**config.mk**
```make
export PLATFORM = sky130hd
export DESIGN_NAME = acc_spi_reader
export DESIGN_NICKNAME = d
export VERILOG_FILES = /design/src/rtl/acc_spi_reader.sv
export SDC_FILE = /design/constraint.sdc
export NUM_CORES = 1
export LEC_CHECK = 0
export ABC_AREA = 1
export ABC_CLOCK_PERIOD_IN_PS = 1600
export BUFFER_PORTS_ARGS = -buffer_cell sky130_fd_sc_hd__buf_2
export CAP_MARGIN = 20
export CELL_PAD_IN_SITES_DETAIL_PLACEMENT = 1
export CELL_PAD_IN_SITES_GLOBAL_PLACEMENT = 1
export CORE_MARGIN = 1
export CORE_UTILIZATION = 40
export DETAILED_ROUTE_END_ITERATION = 6
export GPL_TIMING_DRIVEN = 0
export PLACE_DENSITY_LB_ADDON = 0.25
export SYNTH_ARGS = -nofsm -noshare
export SYNTH_HDL_FRONTEND = slang
export SYNTH_SLANG_ARGS = --single-unit
```
**constraint.sdc**
```tcl
create_clock -name clk -period 1.6 [get_ports clk]
set_input_delay 0.24 -clock clk [delete_from_list [all_inputs] [get_ports clk]]
set_output_delay 0.24 -clock clk [all_outputs]
set_load 0.05 [all_outputs]
```
**src/rtl/acc_spi_reader.sv**
```systemverilog
// acc_spi_reader: SPI mode-3 master that periodically burst-reads six bytes
// (X/Y/Z low/high) from a 3-axis accelerometer. It presents the three axes as
// one signed sample set on a valid/ready handshake, with an overrun pulse when
// an unaccepted set is replaced.
// Ports:
//   clk, rst_n             clock, asynchronous active-low reset
//   enable                 1 = issue periodic reads; 0 = finish frame, then idle
//   spi_sclk/cs_n/mosi     registered SPI master outputs (sclk idles high)
//   spi_miso               SPI master input
//   acc_x/acc_y/acc_z      signed samples {H,L}
//   acc_valid/acc_ready    output handshake
//   overrun                1-cycle pulse when an unaccepted set is overwritten
module acc_spi_reader #(
    parameter int unsigned CLK_DIV       = 4,
    parameter int unsigned SAMPLE_PERIOD = 1000,
    parameter logic [5:0]  START_ADDR    = 6'h28
) (
    input  logic        clk,
    input  logic        rst_n,
    input  logic        enable,
    output logic        spi_sclk,
    output logic        spi_cs_n,
    output logic        spi_mosi,
    input  logic        spi_miso,
    output logic [15:0] acc_x,
    output logic [15:0] acc_y,
    output logic [15:0] acc_z,
    output logic        acc_valid,
    input  logic        acc_ready,
    output logic        overrun
);

    localparam int unsigned CNT_W  = $clog2(SAMPLE_PERIOD);
    localparam int unsigned DIV_W  = $clog2(CLK_DIV);
    localparam int unsigned BIT_W  = 6;
    localparam int unsigned N_BITS = 56;
    localparam int unsigned SR_W   = 48;
    localparam logic [7:0]  CMD    = {1'b1, 1'b1, START_ADDR};

    typedef enum logic [1:0] {IDLE, SETUP, SHIFT, HOLD} state_t;

    state_t             state_q, state_d;
    logic [CNT_W-1:0]   cnt_q, cnt_d;
    logic [DIV_W-1:0]   div_q, div_d;
    logic [BIT_W-1:0]   bit_q, bit_d;
    logic [SR_W-1:0]    sr_q, sr_d;
    logic               sclk_q, sclk_d;
    logic               cs_n_q, cs_n_d;
    logic               mosi_q, mosi_d;
    logic [15:0]        x_q, x_d, y_q, y_d, z_q, z_d;
    logic               valid_q, valid_d;
    logic               ovr_q, ovr_d;
    logic               tick_c;
    logic               div_last_c;
    logic               load_c;
    logic [BIT_W-1:0]   nb_c;

    // Free-running sample period counter
    always_comb begin
        tick_c = (cnt_q == CNT_W'(SAMPLE_PERIOD - 1));
        cnt_d  = tick_c ? '0 : cnt_q + CNT_W'(1);
    end

    // Frame sequencer and SPI pin generation
    always_comb begin
        state_d    = state_q;
        div_d      = div_q;
        bit_d      = bit_q;
        sr_d       = sr_q;
        sclk_d     = sclk_q;
        cs_n_d     = cs_n_q;
        mosi_d     = mosi_q;
        load_c     = 1'b0;
        div_last_c = (div_q == DIV_W'(CLK_DIV - 1));
        nb_c       = bit_q + BIT_W'(1);

        case (state_q)
            IDLE: begin
                if (tick_c && enable) begin
                    state_d = SETUP;
                    cs_n_d  = 1'b0;
                    sclk_d  = 1'b1;
                    mosi_d  = CMD[7];
                    div_d   = '0;
                end
            end
            SETUP: begin
                if (div_last_c) begin
                    state_d = SHIFT;
                    sclk_d  = 1'b0;
                    div_d   = '0;
                    bit_d   = '0;
                end else begin
                    div_d = div_q + DIV_W'(1);
                end
            end
            SHIFT: begin
                if (!div_last_c) begin
                    div_d = div_q + DIV_W'(1);
                end else begin
                    div_d = '0;
                    if (!sclk_q) begin
                        // Rising SCLK: capture MISO; command-phase bits fall off the top
                        sclk_d = 1'b1;
                        sr_d   = {sr_q[SR_W-2:0], spi_miso};
                    end else if (bit_q == BIT_W'(N_BITS - 1)) begin
                        state_d = HOLD;
                        mosi_d  = 1'b0;
                    end else begin
                        // Falling SCLK: advance to next bit, MOSI changes here only
                        sclk_d = 1'b0;
                        bit_d  = nb_c;
                        mosi_d = (nb_c < BIT_W'(8)) ? CMD[~nb_c[2:0]] : 1'b0;
                    end
                end
            end
            HOLD: begin
                if (div_last_c) begin
                    state_d = IDLE;
                    cs_n_d  = 1'b1;
                    load_c  = 1'b1;
                    div_d   = '0;
                end else begin
                    div_d = div_q + DIV_W'(1);
                end
            end
            default: state_d = IDLE;
        endcase
    end

    // Sample set output and handshake; shift register holds XL,XH,YL,YH,ZL,ZH
    always_comb begin
        x_d     = x_q;
        y_d     = y_q;
        z_d     = z_q;
        valid_d = valid_q;
        ovr_d   = 1'b0;
        if (load_c) begin
            x_d     = {sr_q[39:32], sr_q[47:40]};
            y_d     = {sr_q[23:16], sr_q[31:24]};
            z_d     = {sr_q[7:0],   sr_q[15:8]};
            valid_d = 1'b1;
            ovr_d   = valid_q && !acc_ready;
        end else if (valid_q && acc_ready) begin
            valid_d = 1'b0;
        end
    end

    always_ff @(posedge clk or negedge rst_n) begin
        if (!rst_n) begin
            state_q <= IDLE;
            cnt_q   <= '0;
            div_q   <= '0;
            bit_q   <= '0;
            sr_q    <= '0;
            sclk_q  <= 1'b1;
            cs_n_q  <= 1'b1;
            mosi_q  <= 1'b0;
            x_q     <= '0;
            y_q     <= '0;
            z_q     <= '0;
            valid_q <= 1'b0;
            ovr_q   <= 1'b0;
        end else begin
            state_q <= state_d;
            cnt_q   <= cnt_d;
            div_q   <= div_d;
            bit_q   <= bit_d;
            sr_q    <= sr_d;
            sclk_q  <= sclk_d;
            cs_n_q  <= cs_n_d;
            mosi_q  <= mosi_d;
            x_q     <= x_d;
            y_q     <= y_d;
            z_q     <= z_d;
            valid_q <= valid_d;
            ovr_q   <= ovr_d;
        end
    end

    assign spi_sclk  = sclk_q;
    assign spi_cs_n  = cs_n_q;
    assign spi_mosi  = mosi_q;
    assign acc_x     = x_q;
    assign acc_y     = y_q;
    assign acc_z     = z_q;
    assign acc_valid = valid_q;
    assign overrun   = ovr_q;

endmodule

```
==> reports/qor.txt <==
Slew Limit Fails: 0
first-pass GRT wire length: 20800 µm
Tmin final: 1541 ps
Reg2Reg Depth: 9
Row Count: 40
Syn. warnings: 0
most frequent cells in the layout: 133 x nand2_1, 117 x dfrtp_1, 67 x inv_1
Die Footprint: 0.01306 mm²
leading area contributor after synthesis: dfrtp_1
WL met2: 5906 µm
DR top layer: met4
layout cell share with drive strength beyond 1: 24.68%
EDFF count, synth: 0
I/O pins: 58
CP arrival: 1820 ps
Layout Nets: 635
Reg power frac: 42.5%
RSZ-0062 raised after global routing: true
Clock power frac: 56.4%
sequential element share of the synthesized area: 60.11%
via count: 3857
post-synthesis cell count: 535
Finished Core Util: 52.18%
Placeable Area: 0.01216 mm²
share of the synthesized area in the top cell type: 59.07%
Slew Limit Headroom: 65.14%
hold path depth: 3
Hold Crit Class: in2reg
Ant. Diodes: 0
global route overflow: 0
WL/cell: 15.07 µm
critical path required time: 1880 ps
Power Dens Cells: 1137 mW/mm²
Metal-1 WL: 5603 µm
clock slew at reported path FFs: 50 ps
dpl ws: -151.0 ps
largest net degree at the start of global routing: 103
vias in the first global route: 4297
FMAX: 0.6488 GHz
Die Wd: 114.3 µm
Synth area leaders: dfrtp_1 59%, nand2_1 9.9%, o21ai_0 5.6%
# clock sinks: 121
worst slew pin tran: 523.0 ps
Fin Clk Skew: 6.815 ps
clock root cell: clkbuf_16
Layout area overhead: 25.89%
vias per std cell: 4.821
initial antenna violation count: 0
critical path startpoint category: flip-flop
Residual DRC: 0
combinational power share: 1.1%
internal power: 5832 µW
Worst-Skew Late Latency: 410 ps
number of CTS-inserted buffers: 17
FF+latch count, synth: 121
Pleak: 0.003068 µW
Syn Area/Cell: 9.423 µm²
commonest non-fill, non-tap cell in the layout: nand2_1
GP Congestion: 0.7293
CTS max path bufs: 2
switching power: 1382 µW
status: finished, final reports clean
max cap viols: 0
post-route setup slack: 58.62 ps
WL final: 12050 µm
sw frac: 19.16%
CP max FO: 10
Setup-failing EPs final: 0
Async S/R FF share, synth: 100.0%
main flop type after synthesis: dfrtp_1
syn nets: 549
starting density of the core: 41.45%
Cell Area, Synth: 0.005041 mm²
final hold vios: 0
Final period util: 96.34%
DRT Pass-1 Iters: 4
count of cell types in the netlist: 34
worst vdd ir: 0.6839 mV
CTS H-tree lvls: 4
All-Layer GR Usage: 20.88%
crit path kind: reg2reg
die height: 114.3 µm
DP HPWL: 8029 µm
port bufs: 57
metal3 WL: 347 µm
DR iter-0 viols: 187
Final ANT Viol Nets: 0
TritonCTS clock tree: done
Worst Hold Slack: 108.2 ps
Crit. End Element: flip-flop
Yosys cell counts, types with 2 or more instances:
cell type	number
nand2_1	133
dfrtp_1	119
inv_1	68
o21ai_0	56
o21ai_1	45
nor2_1	21
clkbuf_1	11
nand3_1	11
ha_1	9
nand2_2	8
a21oi_1	7
o21ai_2	7
inv_2	6
buf_4	5
buf_6	4
xor2_1	3
dfstp_2	2
nand3_2	2
nand4_2	2
o21bai_1	2
final timing paths:
check                            from    endpoint  slack, ps
setup reg to reg           state_q[0]    sr_q[33]         60
max in group asynchronous       rst_n  state_q[0]        570
hold reg to reg              spi_mosi    spi_mosi        470
min in group asynchronous       rst_n    cnt_q[7]        250
setup / recovery           state_q[0]    sr_q[33]         60
hold / removal               spi_miso     sr_q[0]        110
final cells by class:
cell class | count | area [µm²]
buffer | 22 | 171.4
clock buffer | 23 | 488.0
timing repair buffer | 67 | 391.6
fill | 1411 | 5816
multi-input combinational | 317 | 1628
inverter | 75 | 284.0
tap | 168 | 210.2
clock inverter | 7 | 140.1
sequential | 121 | 3033
per-layer routing:
metal | global-route usage (%) | up-vias
li1 | - | 1866
met1 | 27.35 | 1914
met2 | 33.78 | 58
met3 | 4.764 | 19
met4 | 8.052 | 0
met5 | 0 | -
cells by family (layout without fill, tap and decap cells):
logic type	Yosys count	after routing	synth area share, %
AND/OR/NAND/NOR	183	183	15.46
flip-flops	121	121	60.11
adder cells (fa/ha/maj)	9	9	2.234
buffers and inverters	97	194	8.538
XOR/XNOR	4	4	0.6951
multiplexers	1	1	0.2978
AO/OA/AOI/OAI	120	120	12.66
sequential cells by signal, summed over array words and instances, names as in the netlist, 2 cells and up:
register / flops
acc_x: 16
acc_y: 16
acc_z: 16
bit_q: 6
cnt_q: 10
div_q: 2
sr_q: 48
state_q: 2
metrics by stage:
stage                     std cells  total power (µW)  area [µm²]  setup TNS (ps)
after detailed placement        761              3198        5570           -6929
after global placement          760              3187        5537         -156860
final                           800              7214        6346               0
after floorplan                 535              3120        5041               0
after global routing            800              7422        6346          -67.90
after CTS                       797              7259        6277          -415.0
critical path, cell delays in order (launching register included):
cell	delay, ps
dfrtp_2	440
inv_4	90
ha_4	140
inv_2	60
nor2_2	100
nand2_2	110
buf_6	160
buf_4	170
nand2_1	70
o21ai_1	70
timing repair:
| item | CTS | global route |
|---|---|---|
| endpoints found under the hold margin | 20 | 0 |
| endpoints found under the setup margin | 83 | 106 |
| cloned | 0 | 0 |
| gates resized for setup | 14 | 17 |
| setup buffers | 4 | 3 |
| hold buffers | 2 | 0 |
power by group through the flow:
stage          combinational (µW)  clock [µW]  sequential [µW]
2_1_floorplan                1.41           0             3120
3_3_place_gp                 68.9           0             3120
3_5_place_dp                 80.0           0             3120
4_1_cts                      84.2        4110             3060
5_1_grt                      92.2        4270             3060
6_report                     78.9        4070             3070
(Power assumes the default switching activity.)
